===== src/rtl/spi_seq_pkg.sv =====
// Shared types and helpers for the SPI transfer sequencer: FSM states,
// frame-length decode and edge counter sizing.
package spi_seq_pkg;

  typedef enum logic [1:0] {
    ST_IDLE,
    ST_SETUP,
    ST_XFER,
    ST_HOLD
  } state_e;

  // Edge index runs 0..2N-1, at most 63 for a 32-bit frame.
  localparam int EDGE_W = 6;

  function automatic logic [EDGE_W-1:0] frame_bits(input logic [1:0] dtb);
    return {1'b0, dtb, 3'b000} + 6'd8;
  endfunction

  // Index of the final SCK edge of a frame, 2N-1.
  function automatic logic [EDGE_W-1:0] last_edge(input logic [1:0] dtb);
    logic [EDGE_W-1:0] n;
    n = frame_bits(dtb);
    return EDGE_W'({n, 1'b0} - 7'd1);
  endfunction

endpackage


===== src/rtl/spi_clk_div.sv =====
// Loadable half-period counter: ticks when the count reaches div_i, then wraps.
// One extra bit of headroom keeps an all-ones divider from aliasing.
module spi_clk_div #(
  parameter int W = 16
) (
  input  logic         clk_i,
  input  logic         rst_i,
  input  logic         clr_i,
  input  logic [W-1:0] div_i,
  output logic         tick_o
);

  logic [W:0] cnt_q, cnt_d;

  assign tick_o = (cnt_q == {1'b0, div_i});

  always_comb begin
    cnt_d = cnt_q + (W+1)'(1);
    if (clr_i || tick_o) cnt_d = '0;
  end

  always_ff @(posedge clk_i or posedge rst_i) begin
    if (rst_i) cnt_q <= '0;
    else       cnt_q <= cnt_d;
  end

endmodule


===== src/rtl/spi_xfer_seq.sv =====
// SPI master transfer sequencer: frames NSS, generates SCK from the divider and
// strobes the shift-register datapath (load/shift/sample). All outputs registered.
module spi_xfer_seq
  import spi_seq_pkg::*;
#(
  parameter int DIV_WIDTH = 16,
  parameter int NSS_NUM   = 1
) (
  input  logic                 clk_i,
  input  logic                 rst_i,
  input  logic                 en_i,
  input  logic                 start_i,
  input  logic                 cpol_i,
  input  logic                 cpha_i,
  input  logic                 ass_i,
  input  logic [1:0]           dtb_i,
  input  logic [DIV_WIDTH-1:0] div_i,
  input  logic [NSS_NUM-1:0]   nss_i,
  output logic                 sck_o,
  output logic [NSS_NUM-1:0]   nss_o,
  output logic                 load_o,
  output logic                 shift_o,
  output logic                 sample_o,
  output logic                 busy_o,
  output logic                 done_o
);

  state_e                state_q, state_d;
  logic                  sck_q, sck_d;
  logic [NSS_NUM-1:0]    nss_q, nss_d;
  logic                  busy_q, busy_d;
  logic                  done_q, done_d;
  logic                  load_q, load_d;
  logic                  shift_q, shift_d;
  logic                  sample_q, sample_d;
  logic [EDGE_W-1:0]     edge_q, edge_d;
  logic [EDGE_W-1:0]     last_q, last_d;
  logic                  cpol_q, cpol_d;
  logic                  cpha_q, cpha_d;
  logic                  ass_q, ass_d;
  logic [DIV_WIDTH-1:0]  div_q, div_d;
  logic                  tick;
  logic                  div_clr;

  // The half-period count restarts on every state change and is parked in IDLE.
  assign div_clr = (state_d != state_q) || (state_q == ST_IDLE);

  spi_clk_div #(.W(DIV_WIDTH)) u_clk_div (
    .clk_i  (clk_i),
    .rst_i  (rst_i),
    .clr_i  (div_clr),
    .div_i  (div_q),
    .tick_o (tick)
  );

  always_comb begin
    state_d  = state_q;
    sck_d    = sck_q;
    nss_d    = nss_q;
    busy_d   = busy_q;
    done_d   = 1'b0;
    load_d   = 1'b0;
    shift_d  = 1'b0;
    sample_d = 1'b0;
    edge_d   = edge_q;
    last_d   = last_q;
    cpol_d   = cpol_q;
    cpha_d   = cpha_q;
    ass_d    = ass_q;
    div_d    = div_q;

    case (state_q)
      ST_IDLE: begin
        sck_d  = cpol_i;
        nss_d  = ass_i ? '1 : nss_i;
        busy_d = 1'b0;
        edge_d = '0;
        if (start_i && en_i) begin
          state_d = ST_SETUP;
          busy_d  = 1'b1;
          load_d  = 1'b1;
          nss_d   = ass_i ? '0 : nss_i;
          cpol_d  = cpol_i;
          cpha_d  = cpha_i;
          ass_d   = ass_i;
          div_d   = div_i;
          last_d  = last_edge(dtb_i);
        end
      end
      ST_SETUP: begin
        if (!ass_q) nss_d = nss_i;
        if (tick) state_d = ST_XFER;
      end
      ST_XFER: begin
        if (!ass_q) nss_d = nss_i;
        if (tick) begin
          sck_d = ~sck_q;
          // Even edge index = leading edge, odd = trailing edge.
          sample_d = cpha_q ? edge_q[0] : ~edge_q[0];
          shift_d  = cpha_q ? ~edge_q[0] : (edge_q[0] && (edge_q != last_q));
          if (edge_q == last_q) begin
            state_d = ST_HOLD;
            edge_d  = '0;
          end else begin
            edge_d = edge_q + EDGE_W'(1);
          end
        end
      end
      ST_HOLD: begin
        if (!ass_q) nss_d = nss_i;
        if (tick) begin
          state_d = ST_IDLE;
          sck_d   = cpol_q;
          nss_d   = ass_q ? '1 : nss_i;
          busy_d  = 1'b0;
          done_d  = 1'b1;
        end
      end
      default: state_d = ST_IDLE;
    endcase

    // Disable wins over everything: drop the frame silently.
    if ((state_q != ST_IDLE) && !en_i) begin
      state_d  = ST_IDLE;
      sck_d    = cpol_i;
      nss_d    = ass_i ? '1 : nss_i;
      busy_d   = 1'b0;
      done_d   = 1'b0;
      shift_d  = 1'b0;
      sample_d = 1'b0;
      edge_d   = '0;
    end
  end

  always_ff @(posedge clk_i or posedge rst_i) begin
    if (rst_i) begin
      state_q  <= ST_IDLE;
      sck_q    <= 1'b0;
      nss_q    <= '1;
      busy_q   <= 1'b0;
      done_q   <= 1'b0;
      load_q   <= 1'b0;
      shift_q  <= 1'b0;
      sample_q <= 1'b0;
      edge_q   <= '0;
      last_q   <= '0;
      cpol_q   <= 1'b0;
      cpha_q   <= 1'b0;
      ass_q    <= 1'b0;
      div_q    <= '0;
    end else begin
      state_q  <= state_d;
      sck_q    <= sck_d;
      nss_q    <= nss_d;
      busy_q   <= busy_d;
      done_q   <= done_d;
      load_q   <= load_d;
      shift_q  <= shift_d;
      sample_q <= sample_d;
      edge_q   <= edge_d;
      last_q   <= last_d;
      cpol_q   <= cpol_d;
      cpha_q   <= cpha_d;
      ass_q    <= ass_d;
      div_q    <= div_d;
    end
  end

  assign sck_o    = sck_q;
  assign nss_o    = nss_q;
  assign busy_o   = busy_q;
  assign done_o   = done_q;
  assign load_o   = load_q;
  assign shift_o  = shift_q;
  assign sample_o = sample_q;

endmodule

===== config.mk =====
export PLATFORM = sky130hd
export DESIGN_NAME = spi_xfer_seq
export DESIGN_NICKNAME = d
export VERILOG_FILES = /design/src/rtl/spi_seq_pkg.sv /design/src/rtl/spi_clk_div.sv /design/src/rtl/spi_xfer_seq.sv
export SDC_FILE = /design/constraint.sdc
export NUM_CORES = 1
export LEC_CHECK = 0
export CAP_MARGIN = 10
export CORE_MARGIN = 2
export CORE_UTILIZATION = 40
export CTS_CLUSTER_DIAMETER = 30
export CTS_CLUSTER_SIZE = 30
export DETAILED_ROUTE_END_ITERATION = 10
export SLEW_MARGIN = 20
export SYNTH_ARGS = -nofsm -noshare
export SYNTH_HDL_FRONTEND = slang
export SYNTH_HIERARCHICAL = 1
export SYNTH_SLANG_ARGS = --single-unit

===== constraint.sdc =====
create_clock -name clk_i -period 3.19 [get_ports clk_i]
set_input_delay 0.7975 -clock clk_i [delete_from_list [all_inputs] [get_ports clk_i]]
set_output_delay 0.7975 -clock clk_i [all_outputs]
set_load 0.005 [all_outputs]

==> results.txt, run 1 <==
Final period util = 0.812
Drt first-iter violations = 94
Crit Reg-Reg Endpoint = u_clk_div/cnt_q[1]
Critical Path RT = 3.37 ns
Area after DPL = 3300 um^2
Status = completed
Slowest-stage cell, CP = dfrtp_1
Critical path arrival = 2.77 ns
HP Class = reg2reg
Most frequent cells in the layout = dfrtp_1, clkdlybuf4s50_1, xnor2_1
Cell area after synthesis = 2910 um^2
Power Dens Cells = 613 nW/um^2
Post-synth EDFFs = 0
Reg2reg start = u_clk_div/cnt_q[0]
Seq/Total Area, Yosys = 0.465
CP Launch Type = flop
Grt total ovfl = 0
#FFs+latches synth = 54
Share of post-route cells with drive strength above 1 = 0.136
GPL Wtd Cong = 0.827
Count of final setup violators = 0
GR Util All Layers = 0.160
Core area = 7140 um^2
Root Driver = clkbuf_8
Largest net degree at the start of global routing = 34
Die height = 89.3 um
Static leakage = 1.34 nW
Setup CP Type = reg2reg
Worst VDD drop = 0.000359 V
CP startpoint = u_clk_div/cnt_q[0]
Fin crit period = 2.59 ns
Sink Count = 54
CTS clock-pin slew for the worst setup and hold paths = 0.10 ns
Final hold violations = 0
DRC viols = 0
Unrepaired setup endpoints after global routing = no
CP peak stage delay = 0.44 ns
FFs w/ async S/R, synth = 1.00
Drt total wl = 5.87 mm
Full die area = 7980 um^2
Io pins = 33
Vias in the first global route = 2,071
Final Slew Violations = 0
WL/cell = 14.6 um
Clock skew = 0.00738 ns
H-Tree Depth = 2
Clock buffer count from CTS = 5
Antenna viol nets, final = 0
Initial Util = 0.408
Measured slew at the worst slew-check pin = 0.666 ns
YS warnings = 6
Fin nets = 333
Setup bufs post-CTS = 0
R2r setup slk = 0.60 ns
Syn_nets = 305
Ant. Diodes = 0
HPWL Detailed = 4.13 mm
Vias per cell = 5.26
Die W = 89.3 um
Initial antenna violation count = 0
Final non-filler cell area = 3390 um^2
First-pass GRT wire length = 9.85 mm
Worst-Skew Late Latency = 0.30 ns
Setup TNS = 0 ns
Row Count = 31
Vias = 2,108
Crit end category = flop
Post-synthesis cell type count = 48
F_max = 0.386 GHz
Post-synth top flop = dfrtp_1
CTS tree = done
Hold buffers post-CTS = 0
Slew margin rel. = 0.556
Post_cts resized = 0
Clock buffer depth = 2
Max_cap viols = 0
Syn Area/Cell = 10.7 um^2
Worst-path fanout max = 17
PortBufs = 32
Most common cell after layout, fill and taps aside = dfrtp_1
Worst Reg2Reg Path Length in Cells = 11
DRT Pass-1 Iters = 4
CP Cell Sequence = xnor2_1, nand4_2, nor4_4, and2_1, nor2b_1, o31ai_1, nand2_1, o311ai_2, buf_4, nand2b_1, a21oi_1
Synth Instances = 273
Worst setup path endpoint = u_clk_div/cnt_q[1]
Synth-to-layout area growth = 16.5%
cell usage after synthesis (2+ instances only):
library cell | count | area share
a21oi_1 | 9 | 0.015
o22ai_1 | 2 | 0.0043
nand2_1 | 18 | 0.023
ha_1 | 6 | 0.026
nand4_1 | 8 | 0.017
nor3_1 | 8 | 0.014
mux2_2 | 21 | 0.081
a211oi_1 | 18 | 0.046
o21ai_0 | 7 | 0.012
buf_2 | 3 | 0.0052
clkbuf_1 | 6 | 0.0077
buf_6 | 4 | 0.015
nor2_1 | 12 | 0.015
o31ai_1 | 2 | 0.0052
dfrtp_1 | 53 | 0.46
inv_1 | 10 | 0.013
a22o_1 | 3 | 0.0090
nor2b_1 | 3 | 0.0064
xnor2_1 | 27 | 0.081
xnor2_2 | 2 | 0.011
nand3_1 | 13 | 0.022
nand2b_1 | 3 | 0.0064
nor4_1 | 7 | 0.015
xor2_1 | 4 | 0.012
critical path, delay by kind of cell (launching register included):
| kind | cells | cell delay (ns) |
|---|---|---|
| simple gates | 6 | 1.20 |
| xor+xnor | 1 | 0.24 |
| buf+inv | 1 | 0.27 |
| compound gates | 3 | 0.33 |
| flops | 1 | 0.44 |
layer usage:
layer  track usage  up-vias  part of all wire
li1              -     1040                 -
met1         0.221     1035              0.48
met2         0.267       28              0.49
met3        0.0277        5             0.022
met4        0.0353        0            0.0061
met5             0        -                 0
power breakdown:
part | switching (mW) | total [mW] | internal [mW]
clock network | 0.221 | 0.397 | 0.176
logic | 0.327 | 0.692 | 0.365
registers | 0.138 | 0.991 | 0.853
total | 0.685 | 2.08 | 1.39
logic make-up after synthesis:
group	count (synthesis)	share of synthesized area
muxes	21	0.0812
buffers and inverters	26	0.0468
DFF	54	0.465
AOI/OAI and AO/OA	50	0.122
adders and majority gates	6	0.0258
and+or+nand+nor	83	0.155
xor gates and xnor gates	33	0.104
worst min path at each step:
stage	endpoint	depth (start not counted)	slack, ns	startpoint
global placement	last_q[3]	1	0.48	last_q[3]
finish	last_q[3]	1	0.51	last_q[3]
CTS	last_q[3]	1	0.52	last_q[3]
global route	cpol_q	1	0.54	cpol_q
floorplan	last_q[3]	1	0.46	last_q[3]
detailed placement	last_q[3]	1	0.49	last_q[3]
area by class of cell:
cell class | instances | area, um^2
Timing Repair Buffer | 37 | 358
Tap cell | 99 | 124
Clock buffer | 7 | 86.3
Clock inverter | 1 | 5.00
Fill cell | 671 | 3740
Inverter | 10 | 37.5
Multi-Input combinational cell | 193 | 1430
Sequential cell | 54 | 1350
metrics by stage:
stage / cells / setup slack, ns / utilization / hold slack (ns) / total power [mW]
after global placement: 393 / 0.500 / 0.463 / 0.484 / 1.69
final: 401 / 0.601 / 0.475 / 0.512 / 2.08
after CTS: 401 / 0.592 / 0.475 / 0.515 / 2.11
after detailed placement: 393 / 0.489 / 0.463 / 0.488 / 1.71
after floorplan: 273 / 0.206 / - / 0.458 / 1.49
after global routing: 401 / 0.394 / 0.475 / 0.543 / 2.22
sequential cells by signal, indices dropped and copies added (netlist names):
register / cells
u_clk_div/cnt_q: 17
div_q: 16
edge_q: 6
last_q: 3
state_q: 2
ass_q: 1
busy_o: 1
cpha_q: 1
cpol_q: 1
done_o: 1
load_o: 1
nss_o: 1
sample_o: 1
sck_o: 1
shift_o: 1
No activity file was read; power rests on OpenSTA's default activity.
==> run 2, diff against run 1 <==
==> constraint.sdc (replaced) <==
create_clock -name clk_i -period 2.6 [get_ports clk_i]
set_input_delay 0.65 -clock clk_i [delete_from_list [all_inputs] [get_ports clk_i]]
set_output_delay 0.65 -clock clk_i [all_outputs]
set_load 0.005 [all_outputs]
==> run 2 against run 1 <==
Effect of this change:
- utilization increased by 1.9 points
- worst hold slack improved by 0.0024 ns
- clock power increased by 38%
- sequential share of layout area decreased by 1.5 points
- first-iteration DRC count decreased by 15%
- combinational power increased by 28%
- sequential power increased by 22%
- largest cell class unchanged
- via count decreased by 0.24%
- worst setup slack got worse by 0.42 ns
- largest power group unchanged
- global-route usage increased by 0.29 points
- highest routed layer unchanged
==> results.txt, run 2 (synthesized netlist as in run 1, its figures left out) <==
Final Slew Violations = 0 (unchanged)
Row Count = 31 (unchanged)
Post-route setup slack = 0.184 ns (-0.417 ns)
Critical path arrival = 2.59 ns (-0.18 ns)
Synth-to-layout area growth = 21.1%
Initial antenna violation count = 0 (unchanged)
Largest delay share family, worst path = simple AND/OR/NAND/NOR gates
NetSw = 0.832 mW (+21%)
CP Cell Sequence = xnor2_1, nand3_1, nor4_4, and2_1, buf_4, nor2_1, o21ai_0, a211oi_2, o311ai_4, buf_12, a211oi_1
DRT Pass-1 Iters = 4 (unchanged)
Crit end category = flop
Worst Hold Launch = cpol_q
Sequential Power Share = 0.458 (-0.019)
Measured slew at the worst slew-check pin = 0.672 ns (+0.00595 ns)
Die W = 89.3 um (unchanged)
Total power = 2.65 mW (+27%)
Worst VDD drop = 0.000344 V (-4.2%)
Count of final setup violators = 0 (unchanged)
Placed Instances = 403 (+2.5%)
Largest Register = u_clk_div/cnt_q
H-Tree Depth = 2 (unchanged)
Io pins = 33 (unchanged)
Max_cap viols = 0 (unchanged)
Vias = 2,103 (-0.24%)
PortBufs = 32 (unchanged)
HP Class = reg2reg
Clock skew = 0.00966 ns (+0.00228 ns)
Worst path bufs/invs = 2 (+1)
DRC viols = 0 (unchanged)
Drt first-iter violations = 80 (-15%)
WL/cell = 14.4 um (-1.8%)
Comb pwr share = 0.336 (+0.003)
Clock buffer count from CTS = 5 (unchanged)
Internal power = 1.82 mW (+30%)
Drt total wl = 5.91 mm (+0.61%)
HPWL Detailed = 4.27 mm (+3.6%)
Worst-path fanout max = 12 (-5)
First-pass GRT wire length = 10.1 mm (+2.1%)
CP peak stage delay = 0.42 ns (-0.02 ns)
Final period util = 0.929 (+0.118)
Pre-CTS setup slack = 0.0600 ns (-0.429 ns)
Crit Reg-Reg Endpoint = u_clk_div/cnt_q[8]
Vias in the first global route = 2,106 (+1.7%)
Number of flip-flops under the largest register name = 17 (unchanged)
Root Driver = clkbuf_8
GR Util All Layers = 0.163 (+0.00288)
Die height = 89.3 um (unchanged)
Worst Reg2Reg Path Length in Cells = 11 (unchanged)
F_max = 0.414 GHz (+7.2%)
Most frequent cells in the layout = dfrtp_1, clkdlybuf4s50_1, xnor2_1
Critical Path RT = 2.78 ns (-0.59 ns)
Setup bufs post-CTS = 0 (unchanged)
Initial Util = 0.408 (unchanged)
Share of post-route cells with drive strength above 1 = 0.170 (+0.0341)
Largest net degree at the start of global routing = 34 (unchanged)
GPL Wtd Cong = 0.878 (+6.2%)
CTS tree = done
R2r setup slk = 0.18 ns (-0.42 ns)
Static leakage = 1.41 nW (+5.8%)
Power share of the clock group = 0.207 (+0.016)
Vias per cell = 5.12 (-2.7%)
Antenna viol nets, final = 0 (unchanged)
Status = completed
Slew margin rel. = 0.552 (-0.00397)
Hold endpoint = cpol_q
Top flop regs = u_clk_div/cnt_q (17), div_q (16), edge_q (6)
Fin crit period = 2.42 ns (-0.173 ns)
Final hold violations = 0 (unchanged)
Setup CP Type = reg2reg
Post_cts resized = 0 (unchanged)
Power Dens Cells = 751 nW/um^2 (+23%)
Sink Count = 54 (unchanged)
Hold buffers post-CTS = 0 (unchanged)
Clock buffer depth = 2 (unchanged)
Reg2reg start = u_clk_div/cnt_q[13]
Min Hold Slack = 0.515 ns (+0.00243 ns)
Fin nets = 343 (+3.0%)
Min-Delay Path Depth = 1 (unchanged)
Grt total ovfl = 0 (unchanged)
Post-Layout Cell Count = 411 (+2.5%)
Core area = 7140 um^2 (unchanged)
Full die area = 7980 um^2 (unchanged)
CTS clock-pin slew for the worst setup and hold paths = 0.10 ns (about the same)
Most common cell after layout, fill and taps aside = dfrtp_1
Slowest-stage cell, CP = dfrtp_1
Worst-Skew Late Latency = 0.30 ns (about the same)
CP Launch Type = flop
Ant. Diodes = 0 (unchanged)
Sw Ratio = 0.314 (-0.0154)
## run 2: worst register-to-register path: stages, from the launching register on
cell      delay, ns
dfrtp_1        0.42
xnor2_1        0.22
nand3_1        0.15
nor4_4         0.33
and2_1         0.19
buf_4          0.15
nor2_1         0.05
o21ai_0        0.26
a211oi_2       0.15
o311ai_4       0.13
buf_12         0.19
a211oi_1       0.06
## run 2: power by group through the flow
stage               clock [mW]  sequential [mW]  combinational (mW)
floorplan                    0             1.18               0.663
detailed placement           0             1.23               0.880
finish                   0.547             1.21               0.889
global placement             0             1.23               0.868
global route             0.604             1.25               0.980
CTS                      0.576             1.22               0.883
## run 2: worst max-delay path by stage
stage	slack, ns	end	cells past startpoint	from
final	0.18	u_clk_div/cnt_q[8]	11	u_clk_div/cnt_q[13]
after global routing	-0.03	u_clk_div/cnt_q[8]	11	u_clk_div/cnt_q[2]
after CTS	0.13	u_clk_div/cnt_q[8]	11	u_clk_div/cnt_q[9]
after detailed placement	0.06	u_clk_div/cnt_q[8]	6	en_i
after global placement	0.15	edge_q[3]	5	en_i
after floorplan	0.006	u_clk_div/cnt_q[6]	14	u_clk_div/cnt_q[10]
## run 2: cell type report
class	count	area, um^2
inverters	10	37.5
clock inverters	3	40.0
clock buffers	5	68.8
well taps	99	124
multi-input cells	193	1450
flip-flops and latches	54	1350
fillers	651	3610
repair buffers	47	458
## run 2: per-stage QoR
stage / util / TNS [ns] / cell area, um^2
after detailed placement: 0.477 / 0 / 3400
after CTS: 0.492 / 0 / 3510
after global placement: 0.477 / 0 / 3400
after floorplan: - / 0 / 2930
final: 0.494 / 0 / 3530
after global routing: 0.494 / -0.212 / 3530
## run 2: routing by layer
layer	routed length [um]	part of all wire	track usage
met1	2700	0.46	0.213
met2	2980	0.50	0.279
met3	131	0.022	0.0295
met4	97	0.016	0.0461
met5	0	0	0
==> run 3, diff against run 2 <==
--- a/config.mk
+++ b/config.mk
@@ -6,11 +6,14 @@
 export NUM_CORES = 1
 export LEC_CHECK = 0
 export CAP_MARGIN = 10
+export CELL_PAD_IN_SITES_DETAIL_PLACEMENT = 2
+export CELL_PAD_IN_SITES_GLOBAL_PLACEMENT = 2
 export CORE_MARGIN = 2
-export CORE_UTILIZATION = 40
+export CORE_UTILIZATION = 37
 export CTS_CLUSTER_DIAMETER = 30
 export CTS_CLUSTER_SIZE = 30
 export DETAILED_ROUTE_END_ITERATION = 10
+export PLACE_DENSITY_LB_ADDON = 0.1
 export SLEW_MARGIN = 20
 export SYNTH_ARGS = -nofsm -noshare
 export SYNTH_HDL_FRONTEND = slang
==> run 3 against run 2 <==
Effect of this change:
- power decreased by 0.19%
- via count increased by 5.8%
- clock skew about the same
- worst setup slack got worse by 0.028 ns
- die area increased by 7.7%
- sequential share of layout area increased by 0.19 points
- routed wire length increased by 25%
- design area decreased by 0.50%
- utilization decreased by 3.8 points
- first-iteration DRC count decreased by 51%
- critical path type unchanged
- critical endpoint unchanged
- highest routed layer unchanged
==> results.txt, run 3 (synthesized netlist as in run 1, its figures left out) <==
Worst setup path endpoint = u_clk_div/cnt_q[8]
H-Tree Depth = 2 (unchanged)
First-pass GRT wire length = 12.8 mm (+27%)
Final period util = 0.940 (+0.0109)
Status = completed
Most frequent cells in the layout = dfrtp_1, clkdlybuf4s50_1, xnor2_1
Setup CP Type = reg2reg
Pre-CTS setup slack = 0.0757 ns (+0.0157 ns)
Sw Ratio = 0.340 (+0.0254)
Full die area = 8590 um^2 (+7.7%)
Worst-path fanout max = 7 (-5)
Sink Count = 54 (unchanged)
Power Dens Cells = 754 nW/um^2 (+0.31%)
HPWL Detailed = 5.58 mm (+31%)
Fin nets = 346 (+0.87%)
DRT Pass-1 Iters = 4 (unchanged)
Antenna viol nets, final = 0 (unchanged)
Number of flip-flops under the largest register name = 17 (unchanged)
CP startpoint = u_clk_div/cnt_q[5]
Post-Layout Cell Count = 417 (+1.5%)
Row Count = 32 (+3.2%)
Worst Reg2Reg Path Length in Cells = 10 (-1)
Max_cap viols = 0 (unchanged)
GR Util All Layers = 0.188 (+0.0243)
Placed Instances = 409 (+1.5%)
NetSw = 0.898 mW (+7.9%)
Crit end category = flop
HP Class = reg2reg
Largest Register = u_clk_div/cnt_q
Clock skew = 0.00918 ns (-0.000478 ns)
Share of post-route cells with drive strength above 1 = 0.181 (+0.0111)
Vias = 2,225 (+5.8%)
Root Driver = clkbuf_8
Most common cell after layout, fill and taps aside = dfrtp_1
WL/cell = 17.8 um (+24%)
Measured slew at the worst slew-check pin = 0.681 ns (+0.00955 ns)
Final Slew Violations = 0 (unchanged)
PortBufs = 32 (unchanged)
Filler cells = 813 (+25%)
Internal power = 1.75 mW (-3.9%)
Grt total ovfl = 0 (unchanged)
Hold buffers post-CTS = 0 (unchanged)
Die W = 92.7 um (+3.8%)
Clock buffer count from CTS = 5 (unchanged)
CP Launch Type = flop
Vias per cell = 5.34 (+4.3%)
Drt first-iter violations = 39 (-51%)
Worst-Skew Late Latency = 0.31 ns (about the same)
CTS clock-pin slew for the worst setup and hold paths = 0.11 ns (about the same)
Fin crit period = 2.44 ns (+0.0282 ns)
Initial antenna violation count = 0 (unchanged)
Vias in the first global route = 2,448 (+16%)
Critical path arrival = 2.63 ns (+0.04 ns)
Top flop regs = u_clk_div/cnt_q (17), div_q (16), edge_q (6)
Post-route setup slack = 0.156 ns (-0.0282 ns)
Ant. Diodes = 0 (unchanged)
Comb pwr share = 0.348 (+0.012)
Setup bufs post-CTS = 0 (unchanged)
Reg2reg start = u_clk_div/cnt_q[5]
Power share of the clock group = 0.193 (-0.014)
GPL Wtd Cong = 0.758 (-14%)
Static leakage = 1.40 nW (-0.60%)
Core area = 7690 um^2 (+7.7%)
Largest net degree at the start of global routing = 38 (+12%)
Synth-to-layout area growth = 20.5%
Critical Path RT = 2.79 ns (about the same)
Drt total wl = 7.40 mm (+25%)
Sequential Power Share = 0.459 (about the same)
Worst VDD drop = 0.000286 V (-17%)
F_max = 0.409 GHz (-1.2%)
CTS tree = done
Die height = 92.7 um (+3.8%)
Final hold violations = 0 (unchanged)
DRC viols = 0 (unchanged)
Io pins = 33 (unchanged)
Clock buffer depth = 2 (unchanged)
Slew margin rel. = 0.545 (-0.00637)
Count of final setup violators = 0 (unchanged)
Crit Reg-Reg Endpoint = u_clk_div/cnt_q[8]
Initial Util = 0.379 (-0.0292)
R2r setup slk = 0.16 ns (-0.03 ns)
-- run 3: final cells by class --
type                            count  area, um^2  area share
Multi-Input combinational cell    193        1440       0.409
Clock buffer                        6        82.6      0.0235
Clock inverter                      2        16.3     0.00464
Timing Repair Buffer               50         455       0.130
Sequential cell                    54        1350       0.386
Inverter                           10        37.5      0.0107
Tap cell                          102         128      0.0364
-- run 3: power by group through the flow --
stage / Clock [mW] / Combinational (mW) / Sequential (mW)
final: 0.512 / 0.920 / 1.21
after global routing: 0.563 / 1.02 / 1.24
after CTS: 0.536 / 0.924 / 1.22
after detailed placement: 0 / 0.918 / 1.23
after global placement: 0 / 0.881 / 1.22
after floorplan: 0 / 0.663 / 1.18
-- run 3: worst max-delay path: stages, from the launching register on --
cell and delay [ns]:
dfrtp_1 0.49, xnor2_2 0.18, nand4_2 0.12, nor4_4 0.05
and2_2 0.24, nor2_1 0.13, o21ai_1 0.11, a211oi_2 0.31
o311ai_2 0.20, buf_4 0.21, a211oi_1 0.27
-- run 3: worst min-delay path by stage --
stage              start        end  slack, ns  depth (start not counted)
2_1_floorplan  last_q[3]  last_q[3]       0.46                          1
3_3_place_gp   last_q[3]  last_q[3]       0.48                          1
3_5_place_dp   last_q[3]  last_q[3]       0.49                          1
4_1_cts        last_q[3]  last_q[3]       0.52                          1
5_1_grt           cpol_q     cpol_q       0.55                          1
6_report       last_q[3]  last_q[3]       0.52                          1
-- run 3: metrics by stage --
| step | setup TNS (ns) | total power, mW | area [um^2] | util | hold WS, ns |
|---|---|---|---|---|---|
| finish | 0 | 2.64 | 3510 | 0.456 | 0.523 |
| global route | -0.0111 | 2.83 | 3510 | 0.456 | 0.545 |
| CTS | 0 | 2.67 | 3500 | 0.456 | 0.523 |
| detailed placement | 0 | 2.15 | 3400 | 0.443 | 0.491 |
| global placement | 0 | 2.10 | 3400 | 0.443 | 0.482 |
| floorplan | 0 | 1.85 | 2930 | - | 0.458 |
-- run 3: routing by layer --
metal	GRT usage	wire length [um]	vias to the layer above	share of wire
met5	0	0	-	0
li1	-	-	1064	-
met3	0.0252	81	4	0.011
met1	0.250	3470	1143	0.47
met2	0.327	3810	14	0.51
met4	0.0404	49	0	0.0066
-- run 3: timing repair --
item                       4_1_cts  5_1_grt
resized for setup                0        3
hold endpoints to repair         0        0
setup endpoints to repair        0       16
